==> src/rtl/ring_pkg.sv <==
// Shared definitions for the command ring producer and reader: fixed pointer
// addresses, ring geometry, state encoding and memory access encodings.
package ring_pkg;

  localparam int          PTR_W       = 4;
  localparam logic [14:0] RING_BASE   = 15'h0010;
  localparam int          POLL_GAP    = 8;

  localparam logic [14:0] ADDR_RD_PTR = 15'h0001;
  localparam logic [14:0] ADDR_WR_PTR = 15'h0002;

  localparam logic        MEM_READ    = 1'b1;
  localparam logic        MEM_WRITE   = 1'b0;

  typedef enum logic [2:0] {
    S_INIT,
    S_IDLE,
    S_RD_RP,
    S_CHECK,
    S_BACKOFF,
    S_WR_DATA,
    S_WR_WP
  } rbw_state_t;

  // Slot address arithmetic stays in the 15-bit memory address space.
  function automatic logic [14:0] slot_addr(input logic [14:0] base, input logic [14:0] idx);
    return base + idx;
  endfunction

endpackage

==> src/rtl/mem_req_seq.sv <==
// Memory request sequencer: owns the enable/done handshake. A new request is
// only taken while enable is low, so enable always rests low for a cycle.
module mem_req_seq (
  input  logic        clk,
  input  logic        rst,
  input  logic        start,
  input  logic [14:0] addr,
  input  logic        rw,
  input  logic [31:0] wdata,
  output logic        done,
  output logic [31:0] rdata,
  input  logic [31:0] mem_DataOut,
  input  logic        mem_done,
  output logic        mem_enable,
  output logic        mem_readWrite,
  output logic [14:0] mem_address,
  output logic [31:0] mem_DataWrite
);
  import ring_pkg::*;

  always_ff @(posedge clk or posedge rst) begin
    if (rst) begin
      mem_enable    <= 1'b0;
      mem_readWrite <= MEM_WRITE;
      mem_address   <= '0;
      mem_DataWrite <= '0;
    end else if (mem_enable) begin
      if (mem_done) mem_enable <= 1'b0;
    end else if (start) begin
      mem_enable    <= 1'b1;
      mem_readWrite <= rw;
      mem_address   <= addr;
      mem_DataWrite <= wdata;
    end
  end

  // Stray done pulses outside an access are masked here.
  assign done  = mem_enable & mem_done;
  assign rdata = mem_DataOut;

endmodule

==> src/rtl/ring_buffer_writer.sv <==
// Producer stage of the shared-memory command ring: writes each accepted word
// into the next free slot, then publishes the advanced write pointer.
//
// state     | meaning
// S_INIT    | publish wp=0 at the write-pointer location
// S_IDLE    | in_ready high, wait for a command word
// S_RD_RP   | fetch the reader's pointer into rp_cache
// S_CHECK   | decide full (back off) or free (write slot)
// S_BACKOFF | wait POLL_GAP cycles before re-polling the reader pointer
// S_WR_DATA | write the latched word to RING_BASE+wp
// S_WR_WP   | publish wp+1; commit pointer and word count on done
module ring_buffer_writer #(
  parameter logic [14:0] RING_BASE = ring_pkg::RING_BASE,
  parameter int          PTR_W     = ring_pkg::PTR_W,
  parameter int          POLL_GAP  = ring_pkg::POLL_GAP
) (
  input  logic        clk,
  input  logic        rst,
  input  logic        in_valid,
  input  logic [31:0] in_data,
  output logic        in_ready,
  input  logic [31:0] mem_DataOut,
  input  logic        mem_done,
  output logic        mem_enable,
  output logic        mem_readWrite,
  output logic [14:0] mem_address,
  output logic [31:0] mem_DataWrite,
  output logic        ring_full,
  output logic [15:0] words_written
);
  import ring_pkg::*;

  localparam int GAP_W = (POLL_GAP > 1) ? $clog2(POLL_GAP) : 1;

  rbw_state_t       state, state_nxt;
  logic [PTR_W-1:0] wp, wp_inc, rp_cache;
  logic [31:0]      data_q;
  logic [GAP_W-1:0] gap_cnt;
  logic             full;

  logic             seq_start, seq_rw, seq_done;
  logic [14:0]      seq_addr;
  logic [31:0]      seq_wdata, seq_rdata;
  logic             unused_rdata;

  assign wp_inc       = wp + 1'b1;
  assign full         = (wp_inc == rp_cache);
  assign in_ready     = (state == S_IDLE);
  assign unused_rdata = ^seq_rdata[31:PTR_W];

  mem_req_seq u_seq (
    .clk           (clk),
    .rst           (rst),
    .start         (seq_start),
    .addr          (seq_addr),
    .rw            (seq_rw),
    .wdata         (seq_wdata),
    .done          (seq_done),
    .rdata         (seq_rdata),
    .mem_DataOut   (mem_DataOut),
    .mem_done      (mem_done),
    .mem_enable    (mem_enable),
    .mem_readWrite (mem_readWrite),
    .mem_address   (mem_address),
    .mem_DataWrite (mem_DataWrite)
  );

  always_comb begin
    state_nxt = state;
    seq_start = 1'b0;
    seq_addr  = ADDR_WR_PTR;
    seq_rw    = MEM_WRITE;
    seq_wdata = '0;
    case (state)
      S_INIT: begin
        seq_start = 1'b1;
        if (seq_done) state_nxt = S_IDLE;
      end
      S_IDLE: begin
        if (in_valid) state_nxt = full ? S_RD_RP : S_CHECK;
      end
      S_RD_RP: begin
        seq_start = 1'b1;
        seq_addr  = ADDR_RD_PTR;
        seq_rw    = MEM_READ;
        if (seq_done) state_nxt = S_CHECK;
      end
      S_CHECK: begin
        state_nxt = full ? S_BACKOFF : S_WR_DATA;
      end
      S_BACKOFF: begin
        if (gap_cnt == '0) state_nxt = S_RD_RP;
      end
      S_WR_DATA: begin
        seq_start = 1'b1;
        seq_addr  = slot_addr(RING_BASE, 15'(wp));
        seq_wdata = data_q;
        if (seq_done) state_nxt = S_WR_WP;
      end
      S_WR_WP: begin
        // Pointer publish only starts after the slot write has completed.
        seq_start = 1'b1;
        seq_wdata = 32'(wp_inc);
        if (seq_done) state_nxt = S_IDLE;
      end
      default: state_nxt = S_INIT;
    endcase
  end

  always_ff @(posedge clk or posedge rst) begin
    if (rst) begin
      state         <= S_INIT;
      wp            <= '0;
      rp_cache      <= '0;
      data_q        <= '0;
      gap_cnt       <= '0;
      ring_full     <= 1'b0;
      words_written <= '0;
    end else begin
      state <= state_nxt;
      case (state)
        S_IDLE:    if (in_valid) data_q <= in_data;
        S_RD_RP:   if (seq_done) rp_cache <= seq_rdata[PTR_W-1:0];
        S_CHECK: begin
          ring_full <= full;
          if (full) gap_cnt <= GAP_W'(POLL_GAP - 1);
        end
        S_BACKOFF: if (gap_cnt != '0) gap_cnt <= gap_cnt - 1'b1;
        S_WR_WP: begin
          if (seq_done) begin
            wp            <= wp_inc;
            words_written <= words_written + 16'd1;
          end
        end
        default: ;
      endcase
    end
  end

endmodule

==> config.mk <==
export PLATFORM = sky130hd
export DESIGN_NAME = ring_buffer_writer
export DESIGN_NICKNAME = d
export VERILOG_FILES = /design/src/rtl/ring_pkg.sv /design/src/rtl/mem_req_seq.sv /design/src/rtl/ring_buffer_writer.sv
export SDC_FILE = /design/constraint.sdc
export NUM_CORES = 1
export LEC_CHECK = 0
export ABC_AREA = 1
export ABC_CLOCK_PERIOD_IN_PS = 2750
export BUFFER_PORTS_ARGS = -buffer_cell sky130_fd_sc_hd__buf_4
export CORE_MARGIN = 1
export CORE_UTILIZATION = 47
export CTS_CLUSTER_DIAMETER = 80
export DETAILED_ROUTE_END_ITERATION = 12
export MAX_ROUTING_LAYER = met4
export PLACE_DENSITY = 0.81
export SLEW_MARGIN = 20
export SYNTH_ARGS = -nofsm -noshare
export SYNTH_HDL_FRONTEND = slang
export SYNTH_SLANG_ARGS = --single-unit
==> constraint.sdc <==
create_clock -name clk -period 2.75 [get_ports clk]
set_input_delay 0.1375 -clock clk [delete_from_list [all_inputs] [get_ports clk]]
set_output_delay 0.1375 -clock clk [all_outputs]
set_load 0.005 [all_outputs]
==> results of run 1 <==
[worst max-delay path by stage]
stage                               startpoint                                  end  slack (ns)  cells past startpoint
after CTS                 state[0]$_DFFE_PP0P_  u_seq.mem_DataWrite[25]$_DFFE_PP0P_        0.71                      8
after floorplan              wp[0]$_DFFE_PP0P_               gap_cnt[0]$_DFFE_PP0P_        1.27                      7
after detailed placement  state[0]$_DFFE_PP0P_  u_seq.mem_DataWrite[25]$_DFFE_PP0P_        0.73                      8
final                     state[0]$_DFFE_PP0P_  u_seq.mem_DataWrite[31]$_DFFE_PP0P_        0.66                      8
after global routing      state[0]$_DFFE_PP0P_   u_seq.mem_DataWrite[8]$_DFFE_PP0P_        0.51                      8
after global placement    state[0]$_DFFE_PP0P_   u_seq.mem_DataWrite[0]$_DFFE_PP0P_        0.84                      8
[layer usage]
metal  GRT usage (%)  up-vias  share of wire [%]
li1                -     1799                  -
met1            29.9     1817                 44
met2            37.5      118                 49
met3            5.13       24                4.6
met4            9.78        0                2.1
met5               -        -                  0
[area by class of cell]
type	instances	area, um^2
Fill cell	791	3740
Sequential cell	102	2550
Multi-Input combinational cell	323	1850
Timing Repair Buffer	137	1130
Tap cell	133	166
Clock buffer	11	151
Inverter	39	150
Clock inverter	4	32.5
[worst max-delay path, cell delays in order (launching register included)]
cell	delay (ns)
dfrtp_1	0.48
inv_2	0.13
nor2_2	0.05
nand2_1	0.12
nand3_1	0.11
nand2_1	0.55
buf_4	0.39
nand2_1	0.12
nand2_1	0.08
[what timing repair did]
| action | 4_1_cts | 5_1_grt |
|---|---|---|
| endpoints found under the hold margin | 70 | 0 |
| buffers inserted | 0 | 0 |
| hold buffers | 35 | 0 |
[kinds of logic after synthesis]
group                      share of synthesized area [%]
other                                             0.0793
xor gates and xnor gates                            2.04
adders and majority gates                           1.06
DFF                                                 54.0
muxes                                               10.2
buffers and inverters                               7.57
and+or+nand+nor                                     21.6
AOI/OAI and AO/OA                                   3.44
[synthesized netlist by cell type]
master	number	area share, %
nor2_2	3	0.40
nand4_2	1	0.26
inv_1	35	2.8
and2_1	1	0.13
nor2_4	1	0.24
nand2_1	140	11
clkbuf_1	4	0.32
mux2_4	30	9.5
xor2_1	6	1.1
nand3_1	54	5.7
o21ai_0	22	2.3
buf_6	3	0.71
nand2_4	1	0.24
nor3_4	1	0.34
clkinv_1	1	0.079
buf_12	3	1.3
conb_1	1	0.079
nand4_1	7	0.93
a21oi_1	5	0.53
nor4_1	1	0.13
nand2_2	1	0.13
buf_4	11	1.7
dfrtp_1	102	54
buf_2	4	0.42
o221ai_1	1	0.19
mux2_2	3	0.71
xnor2_1	5	0.93
nor3_1	5	0.53
ha_1	4	1.1
inv_2	3	0.24
nor2_1	18	1.4
a31oi_1	3	0.40
[sequential cells by signal, indices dropped and copies added, names as in the netlist, 3 cells and up]
signal / count
data_q: 32
gap_cnt: 3
u_seq.mem_address: 5
words_written: 16
rp_cache: 4
state: 3
wp: 4
u_seq.mem_DataWrite: 32
[stage by stage]
stage | total power [W] | setup WS [ns] | std cells | area [um^2]
final | 0.00598 | 0.663 | 749 | 6030
after floorplan | 0.00415 | 1.27 | 489 | 4770
after detailed placement | 0.00504 | 0.730 | 699 | 5500
after global routing | 0.00642 | 0.507 | 749 | 6030
after CTS | 0.00599 | 0.709 | 749 | 6030
after global placement | 0.00489 | 0.838 | 699 | 5500
[where the power goes]
part | total, W | internal [W] | switching, W
logic | 0.00246 | 0.00124 | 0.00122
clock network | 0.000898 | 0.000377 | 0.000520
registers | 0.00263 | 0.00215 | 0.000479
==> metrics, run 1 <==
CTS resizes=0; reg2reg setup slack=0.66 ns; RSZ-0062 raised after global routing=false; Max Cap Viol=0; commonest non-fill, non-tap cell in the layout=nand2_1; Synth warnings=0; Synth Register Bits=about 100; endpoint type of the worst setup path=flop; cells after synthesis=480; post-route ant nets=0; TritonRoute pass-1 iters=6; largest net degree at the start of global routing=39; drt drc=0; fin nets=684; Worst-path clk slew=0.10 ns; Post-Syn Area=4730 um^2; htree depth=3; worst reg2reg path depth=8; first-pass GRT wire length=18.4 mm; worst slew pin tran=0.827 ns; CP startpoint kind=flop; hold path depth=3; Clock Latency Late Sink=0.37 ns; fin crit period=about 2.1 ns; Root Driver=clkbuf_8; initial antenna violation count=0; WS Path Type=flop to flop; Crit path arrival time=between 2 and 2.5 ns; Initial DRC Count=136; Netlist cell types=32; Area Overhead vs Synth=27.6%; Die ar.=10500 um^2; Die Ht=102 um; DIE WIDTH=approximately 100 um; CTS Buffer Depth=2; Diodes inserted=0; final setup fails=0; Total Routing Usage GR=between 20% and 30%; final hold vios=0; Slew HR=44.7%; register area share after synthesis=54.0%; Hold Crit Start=mem_DataOut[0]; post-DP HPWL=roughly 7.4 mm; Num CTS Buffers=9; post-DR vias/cell=5.02; final WL=11.0 mm; Final Slew Violations=0; Post-Route Skew=0.00852 ns; Worst R2R End=u_seq.mem_DataWrite[31]$_DFFE_PP0P_; Initial Utilization=48.4%; total grt overflow=0; via count=around 3800; VDD IR max=538 uV; num rows=36; pwr/cell area=roughly 1000 nW/um^2; CTS Sinks=around 100; Finished Core Util=about three fifths; worst hold slack=about 0.028 ns; post-synthesis area per instance=9.85 um^2; setup TNS=0 ns; P_leak=3.17 nW; commonest cells after routing, fill and taps aside=nand2_1, dfrtp_1, buf_4; core area=9770 um^2; vias in the first global route=3818; IO Count=135; CTS tree=yes; Hold Path Class=input port to flop; CP Max Fanout=21; Hold Path Sink=rp_cache[0]$_DFFE_PP0P_; status=finished, final reports clean; layout cell share with drive strength beyond 1=26.3%; Crit Reg-Reg Startpoint=state[0]$_DFFE_PP0P_; Final period util=roughly three quarters; Wirelength per Cell=14.7 um; GPL Wtd Cong=0.860; max frequency=479 MHz; Port Buffers=96; CP required=3.06 ns
Power figures use the tool's default switching activity.
==> inputs of run 2 (changes only) <==
--- a/config.mk
+++ b/config.mk
@@ -5,15 +5,15 @@
 export SDC_FILE = /design/constraint.sdc
 export NUM_CORES = 1
 export LEC_CHECK = 0
-export ABC_AREA = 1
-export ABC_CLOCK_PERIOD_IN_PS = 2750
+export ABC_AREA = 0
+export ABC_CLOCK_PERIOD_IN_PS = 2130
 export BUFFER_PORTS_ARGS = -buffer_cell sky130_fd_sc_hd__buf_4
 export CORE_MARGIN = 1
-export CORE_UTILIZATION = 47
+export CORE_UTILIZATION = 50
 export CTS_CLUSTER_DIAMETER = 80
 export DETAILED_ROUTE_END_ITERATION = 12
 export MAX_ROUTING_LAYER = met4
-export PLACE_DENSITY = 0.81
+export PLACE_DENSITY = 0.83
 export SLEW_MARGIN = 20
 export SYNTH_ARGS = -nofsm -noshare
 export SYNTH_HDL_FRONTEND = slang
==> constraint.sdc (replaced) <==
create_clock -name clk -period 2.13 [get_ports clk]
set_input_delay 0.1065 -clock clk [delete_from_list [all_inputs] [get_ports clk]]
set_output_delay 0.1065 -clock clk [all_outputs]
set_load 0.005 [all_outputs]
==> metrics, run 2 <==
num rows=33 (-8.3%); IO Count=135 (unchanged); fin crit period=1.86 ns (-0.223 ns); prevailing post-synth register cell=dfrtp_1; vias in the first global route=3099 (-19%); CTS Sinks=102 (unchanged); WS Path Type=flop to flop; Root Driver=clkbuf_8; drt drc=0 (unchanged); Worst-path clk slew=0.09 ns (about the same); worst slew pin tran=0.676 ns (-0.151 ns); Initial DRC Count=81 (-40%); top-area cell type share of the netlist area=59.1% (+5.1 points); CP peak stage delay=0.58 ns (+0.03 ns); Diodes inserted=0 (unchanged); Top Registers=data_q x32, u_seq.mem_DataWrite x32, words_written x16; GPL Wtd Cong=0.848 (-1.3%); Max Cap Viol=0 (unchanged); fin nets=534 (-22%); via count=3103 (-17%); Wirelength per Cell=15.8 um (+7.3%); max frequency=536 MHz (+12%); Clock Latency Late Sink=0.35 ns (-0.02 ns); Die ar.=9010 um^2 (-14%); largest net degree at the start of global routing=55 (+41%); CP Max Fanout=13 (-38%); CTS resizes=0 (unchanged); Slew HR=54.9% (+10 points); endpoint type of the worst setup path=flop; Hold Path Class=input port to flop; critical path cell sequence=nor2b_2, and2_1, o21ai_4, mux2_2; Post-Syn Area=4320 um^2 (-8.7%); P_leak=2.72 nW (-14%); Post-Route Skew=0.0118 ns (+0.00326 ns); CTS Buffer Depth=2 (unchanged); CP startpoint kind=flop; Crit Reg-Reg Startpoint=state[1]$_DFFE_PP0P_; post-synthesis area per instance=13.1 um^2 (+33%); Netlist cell types=43 (+34%); final hold vios=0 (unchanged); most numerous cell in the Yosys netlist=dfrtp_1; register area share after synthesis=59.1% (+5.1 points); Area Overhead vs Synth=31.6%; hold path depth=3 (unchanged); Initial Utilization=52.0% (+3.7 points); Synth Register Bits=102 (unchanged); Slowest-stage cell, CP=dfrtp_1; final WL=9.02 mm (-18%); initial antenna violation count=0 (unchanged); cells after synthesis=329 (-31%); CP required=2.36 ns (-0.70 ns); Die Ht=94.9 um (-7.2%); TritonRoute pass-1 iters=4 (-2); Port Buffers=96 (unchanged); Synth warnings=0 (unchanged); CP top delay family=flip-flops; pwr/cell area=1240 nW/um^2 (+25%); Crit path arrival time=2.10 ns (-0.30 ns); layout cell share with drive strength beyond 1=34.5% (+8.2 points); htree depth=3 (unchanged); worst reg2reg path depth=4 (-4); core area=8300 um^2 (-15%); post-DR vias/cell=5.42 (+8.1%); # Post-CTS Setup Buffers=0 (unchanged); Hold Crit Start=in_valid; final setup fails=0 (unchanged); VDD IR max=601 uV (+12%); RSZ-0062 raised after global routing=false; post-DP HPWL=5.82 mm (-21%); Num CTS Buffers=9 (unchanged); DIE WIDTH=94.9 um (-7.2%); worst path bufs/invs=0 (-2); Final period util=87.5% (+12 points); Final Slew Violations=0 (unchanged); Synth area leaders=dfrtp_1, mux2_2, a22o_1; Tot Pwr=0.00704 W (+18%); post-route ant nets=0 (unchanged); Worst R2R End=u_seq.mem_DataWrite[1]$_DFFE_PP0P_; commonest cells in the netlist=dfrtp_1, mux2_2, a22o_1; ys async rst share=100% (unchanged); status=finished, final reports clean; Synth area leader=dfrtp_1; commonest cells after routing, fill and taps aside=dfrtp_1, buf_4, dlygate4sd3_1; Post-synth EDFFs=0 (unchanged); CTS tree=yes; reg2reg setup slack=0.27 ns (-0.40 ns); setup TNS=0 ns (unchanged); Finished Core Util=68.5% (+6.8 points); total grt overflow=0 (unchanged); Total Routing Usage GR=22.1% (-1.8 points); Hold Path Sink=state[1]$_DFFE_PP0P_; first-pass GRT wire length=14.6 mm (-21%)
## run 2: cell count changes in the layout (fill, tap and decap cells not counted), sizes merged, moves of 13 or more
cell,change
a22o,+30
nand2,-133
inv,-29
xnor2,+13
nand3,-47
o21ai,-13
## run 2: repair_timing
action,in CTS,in global routing
endpoints found under the setup margin,0,0
endpoints found under the hold margin,130,0
hold buffers,38,0
## run 2: how the worst max path moves through the flow
| stage | end | start | slack [ns] | depth (start not counted) |
|---|---|---|---|---|
| 2_1_floorplan | u_seq.mem_DataWrite[0]$_DFFE_PP0P_ | state[2]$_DFFE_PP0P_ | 0.56 | 5 |
| 3_3_place_gp | u_seq.mem_DataWrite[0]$_DFFE_PP0P_ | state[1]$_DFFE_PP0P_ | 0.31 | 4 |
| 3_5_place_dp | u_seq.mem_DataWrite[1]$_DFFE_PP0P_ | state[1]$_DFFE_PP0P_ | 0.29 | 4 |
| 4_1_cts | u_seq.mem_DataWrite[1]$_DFFE_PP0P_ | state[1]$_DFFE_PP0P_ | 0.28 | 4 |
| 5_1_grt | u_seq.mem_DataWrite[30]$_DFFE_PP0P_ | state[1]$_DFFE_PP0P_ | 0.11 | 5 |
| 6_report | u_seq.mem_DataWrite[1]$_DFFE_PP0P_ | state[1]$_DFFE_PP0P_ | 0.27 | 4 |
## run 2: layer usage
layer  track usage (%)  routed length (um)
met3              3.78                 436
met5                 -                   0
met2              37.2                4550
met4              9.22                 194
met1              26.1                3830
## run 2: layout make-up
class                   count  area [um^2]
fillers                   586         2620
clock buffers              12          145
multi-input cells         199         1580
flip-flops and latches    102         2550
repair buffers            142         1190
well taps                 105          131
clock inverters             4         53.8
inverters                   8         33.8
## run 2: stage by stage
stage | setup slack, ns | hold slack (ns) | std cells | area, um^2
2_1_floorplan | 0.563 | 0.203 | 338 | 4360
3_3_place_gp | 0.306 | 0.318 | 518 | 5100
3_5_place_dp | 0.289 | 0.327 | 518 | 5100
4_1_cts | 0.279 | 0.0883 | 572 | 5680
5_1_grt | 0.110 | 0.119 | 572 | 5680
6_report | 0.266 | 0.105 | 572 | 5680
## run 2: cell families after synthesis
group                      count (synthesis)  share of synthesized area [%]
muxes                                     42                           11.0
adders and majority gates                  4                           1.16
other                                      1                         0.0868
and+or+nand+nor                           59                           7.59
xor gates and xnor gates                  24                           5.19
AOI/OAI and AO/OA                         60                           10.8
DFF                                      102                           59.1
buffers and inverters                     37                           5.10
## run 2: worst register-to-register path, cell delays in order, from the launching register on
cell,delay [ns]
dfrtp_1,0.58
nor2b_2,0.13
and2_1,0.26
o21ai_4,0.40
mux2_2,0.39
## run 2: where the power goes
part	internal [W]	switching, W	total, W
clock	0.000582	0.000642	0.00122
combinational	0.00149	0.00114	0.00263
sequential	0.00267	0.000524	0.00319
==> inputs of run 3 (changes only) <==
--- a/config.mk
+++ b/config.mk
@@ -8,12 +8,14 @@
 export ABC_AREA = 0
 export ABC_CLOCK_PERIOD_IN_PS = 2130
 export BUFFER_PORTS_ARGS = -buffer_cell sky130_fd_sc_hd__buf_4
+export CELL_PAD_IN_SITES_DETAIL_PLACEMENT = 1
+export CELL_PAD_IN_SITES_GLOBAL_PLACEMENT = 1
 export CORE_MARGIN = 1
-export CORE_UTILIZATION = 50
+export CORE_UTILIZATION = 40
 export CTS_CLUSTER_DIAMETER = 80
 export DETAILED_ROUTE_END_ITERATION = 12
 export MAX_ROUTING_LAYER = met4
-export PLACE_DENSITY = 0.83
+export PLACE_DENSITY = 0.84
 export SLEW_MARGIN = 20
 export SYNTH_ARGS = -nofsm -noshare
 export SYNTH_HDL_FRONTEND = slang
==> metrics, run 3 (same netlist as run 2, synthesis figures left out) <==
Slowest-stage cell, CP=dfrtp_1; largest net degree at the start of global routing=39 (-29%); P_leak=2.75 nW (+1.1%); CP peak stage delay=0.47 ns (-0.11 ns); fin nets=536 (+0.37%); fin area=5760 um^2 (+1.3%); Crit Reg-Reg Startpoint=state[2]$_DFFE_PP0P_; core area=10400 um^2 (+26%); CP startpoint kind=flop; Switching Share=33.3% (+0.62 points); final WL=10.4 mm (+15%); Post-Route Skew=0.0102 ns (-0.00159 ns); Port Buffers=96 (unchanged); Combinational Power Share=37.5% (+0.2 points); CTS Buffer Depth=2 (unchanged); Wirelength per Cell=17.2 um (+8.8%); Hold Path Class=input port to flop; critical path cell sequence=nor2b_2, and2_1, o21ai_4, buf_4, a22o_1; # Post-CTS Setup Buffers=0 (unchanged); fin crit period=1.92 ns (+0.0586 ns); post-route ant nets=0 (unchanged); worst path bufs/invs=1 (+1); Initial DRC Count=84 (+3.7%); max frequency=520 MHz (-3.0%); register share of total power=44.7% (-0.6 points); worst slew pin tran=0.656 ns (-0.0202 ns); final setup fails=0 (unchanged); VDD IR max=632 uV (+5.2%); CP required=2.38 ns (+0.02 ns); Crit path depth=5 (+1); vias in the first global route=3447 (+11%); drt drc=0 (unchanged); first-pass GRT wire length=17.5 mm (+20%); via count=3093 (-0.32%); GPL Wtd Cong=0.822 (-3.1%); Worst-path clk slew=0.10 ns (about the same); Tot Pwr=0.00714 W (+1.4%); CTS tree=yes; Crit path arrival time=2.17 ns (+0.07 ns); CP top delay family=simple AND/OR/NAND/NOR gates; CTS Sinks=102 (unchanged); Die Ht=106 um (+12%); Layout Cells excl Fill=605 (+5.8%); hold path depth=3 (unchanged); placed inst area=5170 um^2 (+1.3%); commonest non-fill, non-tap cell in the layout=buf_4; layout cell share with drive strength beyond 1=35.2% (+0.71 points); Switching Power=0.00238 W (+3.3%); post-DR vias/cell=5.11 (-5.8%); Total Routing Usage GR=20.8% (-1.3 points); Num CTS Buffers=9 (unchanged); initial antenna violation count=0 (unchanged); WS Path Type=flop to flop; pwr/cell area=1240 nW/um^2 (about the same); htree depth=3 (unchanged); post-DP HPWL=6.88 mm (+18%); placed cells=551 (+6.4%); Root Driver=clkbuf_8; num rows=37 (+12%); Hold Crit Start=in_valid; Area Overhead vs Synth=33.3%; CTS resizes=0 (unchanged); RSZ-0062 raised after global routing=false; commonest cells after routing, fill and taps aside=buf_4, dfrtp_1, dlygate4sd3_1; Int Pwr=0.00476 W (+0.43%); Max Cap Viol=0 (unchanged); Die ar.=11200 um^2 (+24%); Diodes inserted=0 (unchanged); Final Slew Violations=0 (unchanged); total grt overflow=0 (unchanged); Slew HR=56.2% (+1.3 points); TritonRoute pass-1 iters=4 (unchanged); status=finished, final reports clean; Finished Core Util=55.3% (-13 points); CP Max Fanout=23 (+10); DIE WIDTH=106 um (+12%); Worst Setup SP=state[2]$_DFFE_PP0P_; Clock Latency Late Sink=0.37 ns (+0.02 ns); setup TNS=0 ns (unchanged); # hold bufs at CTS=38 (unchanged); endpoint type of the worst setup path=flop; worst reg2reg path depth=5 (+1); IO Count=135 (unchanged); Top Registers=data_q x32, u_seq.mem_DataWrite x32, words_written x16; Initial Utilization=41.5% (-11 points); Final period util=90.3% (+2.8 points); Clk network pwr share=17.8% (+0.4 points); final hold vios=0 (unchanged)
[run 3: through the flow]
| stage | hold slack [ns] | setup WS (ns) |
|---|---|---|
| 6_report | 0.0697 | 0.207 |
| 5_1_grt | 0.0910 | 0.125 |
| 2_1_floorplan | 0.203 | 0.563 |
| 3_5_place_dp | 0.238 | 0.227 |
| 3_3_place_gp | 0.217 | 0.317 |
| 4_1_cts | 0.0518 | 0.194 |
[run 3: path summary, 6_finish.rpt]
kind / end / slack (ns)
min: state[0]$_DFFE_PP0P_ / 0.07
max: u_seq.mem_DataWrite[17]$_DFFE_PP0P_ / 0.21
min in group asynchronous: data_q[6]$_DFFE_PP0P_ / 0.41
max in group asynchronous: words_written[2]$_DFFE_PP0P_ / 1.10
min reg2reg: u_seq.mem_DataWrite[25]$_DFFE_PP0P_ / 0.49
max reg2reg: u_seq.mem_DataWrite[17]$_DFFE_PP0P_ / 0.21
[run 3: area by class of cell]
| cell class | instances | area, um^2 |
|---|---|---|
| tap | 136 | 170 |
| timing repair buffer | 144 | 1210 |
| fill | 1079 | 4660 |
| sequential | 102 | 2550 |
| clock inverter | 5 | 57.6 |
| multi-input combinational | 199 | 1580 |
| inverter | 8 | 33.8 |
| clock buffer | 11 | 151 |
[run 3: per-layer routing]
metal	global-route usage [%]	share of wire (%)
met5	-	0
met4	8.73	1.8
met3	2.70	3.1
met2	36.0	52
met1	24.4	43
[run 3: power by group through the flow]
stage	Combinational [W]	Clock [W]	Sequential [W]
floorplan	0.00177	0	0.00307
global placement	0.00253	0	0.00316
detailed placement	0.00265	0	0.00322
CTS	0.00272	0.00131	0.00319
global route	0.00297	0.00137	0.00329
finish	0.00268	0.00127	0.00319
[run 3: worst register-to-register path, stage by stage, from the launching register on]
cell and delay (ns):
dfrtp_1 0.47, nor2b_2 0.32, and2_1 0.34, o21ai_4 0.16, buf_4 0.25, a22o_1 0.28
